<file path="src/rtl/quiz_pkg.sv">
// Shared types for the four-player buzzer round controller.
package quiz_pkg;

    localparam int NUM_PLAYERS = 4;

    typedef enum logic [1:0] {
        IDLE   = 2'd0,
        ARMED  = 2'd1,
        ANSWER = 2'd2
    } state_t;

    typedef logic [1:0] player_t;
    typedef logic [3:0] score_t;

    function automatic logic [NUM_PLAYERS-1:0] player_mask(input player_t p);
        return (NUM_PLAYERS)'(1) << p;
    endfunction

endpackage

</file>
<file path="src/rtl/quiz_round_controller_rr_arbiter4.sv">
// Combinational four-way round-robin arbiter: first requester at or after ptr.
module rr_arbiter4
    import quiz_pkg::*;
(
    input  logic [NUM_PLAYERS-1:0] req,
    input  player_t                ptr,
    output logic                   grant_valid,
    output player_t                grant_id
);

    player_t idx;

    // Walk offsets from farthest to nearest so the nearest requester wins last.
    always_comb begin
        grant_valid = |req;
        grant_id    = ptr;
        idx         = ptr;
        for (int i = NUM_PLAYERS - 1; i >= 0; i--) begin
            idx = ptr + player_t'(i);
            if (req[idx]) begin
                grant_id = idx;
            end
        end
    end

endmodule

</file>
<file path="src/rtl/quiz_round_controller.sv">
// Buzzer round controller: button sync/edge detect, first-press arbitration,
// answer countdown, host judgement and per-player saturating scores.
//
// state  | meaning
// IDLE   | no question open; host may arm or start a new game
// ARMED  | question open; first eligible press wins
// ANSWER | winner answering; countdown runs until judgement or timeout
module quiz_round_controller
    import quiz_pkg::*;
#(
    parameter int ANSWER_TICKS = 10,
    parameter int SCORE_MAX    = 9
) (
    input  logic        clk,
    input  logic        reset,
    input  logic        tick,
    input  logic [3:0]  player,
    input  logic        host_arm,
    input  logic        host_correct,
    input  logic        host_wrong,
    input  logic        host_new_game,
    output logic [1:0]  state,
    output logic        winner_valid,
    output logic [1:0]  winner_id,
    output logic [3:0]  digit,
    output logic [3:0]  lockout,
    output logic [3:0]  time_left,
    output logic [15:0] scores
);

    localparam logic [3:0] TICKS_INIT = 4'(ANSWER_TICKS);
    localparam score_t     SCORE_CAP  = score_t'(SCORE_MAX);

    state_t                        state_q;
    player_t                       pointer;
    score_t [NUM_PLAYERS-1:0]      score_q;
    logic   [NUM_PLAYERS-1:0]      sync1;
    logic   [NUM_PLAYERS-1:0]      sync2;
    logic   [NUM_PLAYERS-1:0]      prev;
    logic   [NUM_PLAYERS-1:0]      press;
    logic   [NUM_PLAYERS-1:0]      eligible;
    logic   [NUM_PLAYERS-1:0]      lock_next;
    logic                          grant_valid;
    player_t                       grant_id;
    logic                          judge_ok;
    logic                          judge_bad;
    logic                          timeout;

    // Buttons are active-low; flops reset to 1 so nothing looks pressed after reset.
    always_ff @(posedge clk) begin
        if (reset) begin
            sync1 <= '1;
            sync2 <= '1;
            prev  <= '1;
        end else begin
            sync1 <= player;
            sync2 <= sync1;
            prev  <= sync2;
        end
    end

    assign press     = ~sync2 & prev;
    assign eligible  = press & ~lockout;
    assign lock_next = lockout | player_mask(winner_id);

    // Conflicting host strobes cancel; a correct call beats the final tick.
    assign judge_ok  = host_correct & ~host_wrong;
    assign judge_bad = host_wrong & ~host_correct;
    assign timeout   = tick && (time_left == 4'd1);

    rr_arbiter4 u_arb (
        .req         (eligible),
        .ptr         (pointer),
        .grant_valid (grant_valid),
        .grant_id    (grant_id)
    );

    always_ff @(posedge clk) begin
        if (reset) begin
            state_q      <= IDLE;
            winner_valid <= 1'b0;
            winner_id    <= '0;
            digit        <= '0;
            lockout      <= '0;
            time_left    <= '0;
            score_q      <= '0;
            pointer      <= '0;
        end else begin
            case (state_q)
                IDLE: begin
                    if (host_new_game) begin
                        score_q <= '0;
                        lockout <= '0;
                        pointer <= '0;
                    end
                    if (host_arm) begin
                        lockout <= '0;
                        state_q <= ARMED;
                    end
                end
                ARMED: begin
                    if (grant_valid) begin
                        winner_id    <= grant_id;
                        pointer      <= grant_id + player_t'(1);
                        time_left    <= TICKS_INIT;
                        winner_valid <= 1'b1;
                        digit        <= {2'b00, grant_id} + 4'd1;
                        state_q      <= ANSWER;
                    end
                end
                ANSWER: begin
                    if (judge_ok) begin
                        if (score_q[winner_id] < SCORE_CAP) begin
                            score_q[winner_id] <= score_q[winner_id] + score_t'(1);
                        end
                        time_left    <= '0;
                        winner_valid <= 1'b0;
                        digit        <= '0;
                        state_q      <= IDLE;
                    end else if (judge_bad || timeout) begin
                        lockout      <= lock_next;
                        time_left    <= '0;
                        winner_valid <= 1'b0;
                        digit        <= '0;
                        state_q      <= (&lock_next) ? IDLE : ARMED;
                    end else if (tick) begin
                        time_left <= time_left - 4'd1;
                    end
                end
                default: begin
                    state_q      <= IDLE;
                    winner_valid <= 1'b0;
                    digit        <= '0;
                    time_left    <= '0;
                end
            endcase
        end
    end

    assign state  = state_q;
    assign scores = score_q;

endmodule

</file>
<file path="config.mk">
export PLATFORM = sky130hd
export DESIGN_NAME = quiz_round_controller
export DESIGN_NICKNAME = d
export VERILOG_FILES = /design/src/rtl/quiz_pkg.sv /design/src/rtl/quiz_round_controller_rr_arbiter4.sv /design/src/rtl/quiz_round_controller.sv
export SDC_FILE = /design/constraint.sdc
export NUM_CORES = 1
export LEC_CHECK = 0
export CORE_ASPECT_RATIO = 0.8
export CORE_MARGIN = 8
export CORE_UTILIZATION = 50
export DETAILED_ROUTE_END_ITERATION = 10
export PLACE_DENSITY_LB_ADDON = 0.05
export RECOVER_POWER = 100
export SLEW_MARGIN = 20
export SYNTH_ARGS = -nofsm -noshare
export SYNTH_HDL_FRONTEND = slang
export SYNTH_SLANG_ARGS = --single-unit
</file>
<file path="constraint.sdc">
create_clock -name clk -period 5.2 [get_ports clk]
set_input_delay 0.52 -clock clk [delete_from_list [all_inputs] [get_ports clk]]
set_output_delay 0.52 -clock clk [all_outputs]
set_load 0.01 [all_outputs]
</file>
==> results_dict.tcl <==
set metrics [dict create \
    status "complete, no violations" \
    cp-start-kind "input pin" \
    cts.reportedPaths.clkPinSlew_ns 0.08 \
    synth_warnings 0 \
    tns_ns 0 \
    pwr-share-comb_pct 29.6 \
    cp_slowest_stage_delay_ns 0.84 \
    grtUsageMet2_pct 20.97 \
    syn-cell-area_mm2 0.002343 \
    finalCritPeriodShare_pct 59.55 \
    drtIter0Drc 140 \
    numCtsBuffers 5 \
    synthesis.nets 262 \
    crit_type "in -> reg" \
    cts-root-buf "clkbuf_8" \
    dp_hpwl_um 4139 \
    antenna_found_initial 0 \
    peakVddDrop_uv 170.0 \
    worstPathArrival_ns 3.35 \
    fmax_mhz 323.0 \
    power_switching_share_pct 33.35 \
    synth_edf_count 0 \
    cts.repair.resized 0 \
    synthAdderAreaFrac_pct 5.232 \
    synthMuxAreaShare_pct 6.140 \
    crit_fanout 37 \
    synth_top_flop_cell "dfxtp_1" \
    ios 44 \
    synth_compound_area_share_pct 22.69 \
    end_kind "flop" \
    vias 2003 \
    use_met3_pct 4.183 \
    setup_viol 0 \
    nets 301 \
    final_antenna_net_count 0 \
    cts_hold_buf 0 \
    synth_cell_type_count 54 \
    viasPerCell 5.857 \
    tightest_slew_ns 1.427 \
    final_area_mm2 0.002885 \
    hp-class "reg -> reg" \
    fin_worst_skew_ns 0.004289 \
    place_area_mm2 0.002796 \
    use_met1_pct 24.03 \
    area_delta_synth_final_pct 23.12 \
    rows 22 \
    timing.hold.ws_ns 0.4151 \
    core_area_mm2 0.004542 \
    internal-power_uw 618.8 \
    min_period_ns 3.096 \
    finalWeightedCongestion 0.9151 \
    ys_ff_latch 46 \
    routed_wirelength_um 5596 \
    synth_top_family_by_area "compound AO/OA/AOI/OAI gates" \
    top_usage_layer "met1" \
    cp_slowest_cell "o41ai_1" \
    synth_seq_area_share_pct 39.30 \
    drc 0 \
    async_reset_ff_share_pct 0 \
    grt-ovfl-total 0 \
    cts_tree "done" \
    p_per_area_mw_per_mm2 321.8 \
    initial_core_util_pct 51.60 \
    seq_power_share_pct 41.8 \
    port_buffers 42 \
    report.final.slew_viol_count 0 \
    grt_pass1_vias 1806 \
    cts_sinks 46 \
    p_clk_share_pct 28.6 \
    layout-drive-gt1-share_pct 12.06 \
    n_antenna_cell 0 \
    power_switching_uw 309.6 \
    postCtsSetupBuffers 0 \
    final_core_utilization_pct 63.53 \
    num-fill-cells 398 \
    clkLatencyLatePin_ns 0.30 \
    slew_headroom_pct 4.874 \
    clk_path_buf_depth 2 \
    gr-usage-all-layers_pct 16.08 \
    finalHoldViolCount 0 \
    leakagePower_nw 1.161 \
    cap_violations 0 \
    fp.dieH_um 77.24 \
    chipWidth_um 92.54 \
    grt_pass1_wl_um 9335 \
    die_area_mm2 0.007147 \
    required_ns 5.45 \
    syn_inst 242 \
    rsz0062_at_grt "false" \
    cts-htree-levels 2 \
    synth-xor-area-share_pct 0.7475 \
    crit_chain "dlygate4sd3_1, clkbuf_1, nor2b_1, nand4_1, o41ai_1, a22o_1" \
    synthSimpleGateAreaFrac_pct 21.36 \
    dr.pass1.iters 5 \
    grt_max_degree 38 \
    avgSynthCellArea_um2 9.684 \
    wire_per_inst_um 16.36 \
]
## routing by layer
layer	wire (um)	up-vias	share of wire, %
met3	430	7	7.7
met5	0	-	0
met4	69	0	1.2
met2	2220	79	40
li1	-	971	-
met1	2875	946	51
## layout make-up
cell class | instances | area, um2 | share of cell area [%]
multi-input cells | 171 | 1303 | 45.14
flip-flops and latches | 46 | 920.9 | 31.92
repair buffers | 43 | 424.2 | 14.70
well taps | 60 | 75.07 | 2.602
clock buffers | 6 | 72.57 | 2.515
inverters | 14 | 52.55 | 1.821
clock inverters | 2 | 37.54 | 1.301
## synthesized netlist by cell type, types with 2 or more instances
| cell type | n | area share [%] |
|---|---|---|
| dfxtp_1 | 46 | 39 |
| a22o_1 | 21 | 7.8 |
| inv_1 | 14 | 2.2 |
| nand2_1 | 14 | 2.2 |
| or2_2 | 12 | 3.2 |
| nor2_1 | 11 | 1.8 |
| o21ai_0 | 11 | 2.3 |
| a21oi_1 | 9 | 1.9 |
| ha_1 | 9 | 4.8 |
| clkbuf_1 | 8 | 1.3 |
| mux2i_1 | 5 | 2.1 |
| nand3_1 | 5 | 1.1 |
| nand2b_1 | 4 | 1.1 |
| nor2b_1 | 4 | 1.1 |
| nor3_1 | 4 | 0.85 |
| o31ai_1 | 4 | 1.3 |
| a21oi_2 | 3 | 1.1 |
| and2_1 | 3 | 0.80 |
| mux4_2 | 3 | 2.9 |
| nand4_1 | 3 | 0.80 |
| nor3b_1 | 3 | 0.96 |
| o22ai_1 | 3 | 0.80 |
| or3b_2 | 3 | 1.1 |
| or4_1 | 3 | 0.96 |
| a31oi_1 | 2 | 0.53 |
| buf_4 | 2 | 0.64 |
| nand3b_1 | 2 | 0.64 |
| nor3b_2 | 2 | 1.1 |
| o211ai_1 | 2 | 0.64 |
| o41ai_1 | 2 | 0.75 |
| xnor2_1 | 2 | 0.75 |
## state kept, by name, summed over array words and instances, names as in the netlist
register,count
sync1,4
scores,16
lockout,4
state,2
sync2,4
time_left,4
prev,4
winner_id,2
pointer,2
winner_valid,1
digit,3
## worst max-delay path, delay by kind of cell
| family | cells | cell delay, ns |
|---|---|---|
| simple gates | 2 | 0.64 |
| buf+inv | 2 | 1.08 |
| compound gates | 2 | 1.09 |
## through the flow
stage / instances / setup slack [ns] / power (mW)
floorplan: 242 / 3.009 / 0.5969
global placement: 334 / 2.632 / 0.6717
detailed placement: 334 / 2.579 / 0.6729
CTS: 342 / 2.654 / 0.9376
global route: 342 / 1.893 / 0.9812
finish: 342 / 2.104 / 0.9284
## power by group through the flow
stage | combinational (mW) | clock, mW | sequential (mW)
finish | 0.275 | 0.266 | 0.388
global route | 0.306 | 0.285 | 0.390
CTS | 0.278 | 0.272 | 0.388
detailed placement | 0.277 | 0 | 0.396
global placement | 0.277 | 0 | 0.395
floorplan | 0.201 | 0 | 0.396
## worst paths after layout
check	slack (ns)	start	endpoint	cells past startpoint
max	2.10	reset	scores[6]	6
min	0.42	sync1[3]	sync2[3]	1
max reg2reg	2.40	winner_id[1]	scores[6]	7
min reg2reg	0.42	sync1[3]	sync2[3]	1
## logic make-up after synthesis
kind of cell,Yosys count
multiplexers,9
AND/OR/NAND/NOR,82
adder cells (fa/ha/maj),10
AO/OA/AOI/OAI,67
XOR/XNOR,2
flip-flops,46
other,1
buffers and inverters,25
## cell usage in the layout (no fill, tap or decap), drive strengths merged, types with 9 or more instances in the layout
cell type and n:
nor2 12, dfxtp 46, ha 9, o21ai 13
clkdlybuf4s50 9, or2 12, nand2 14, a22o 21
inv 14, dlygate4sd3 33, a21oi 12
Note: power is estimated with default switching activity, not from simulation.
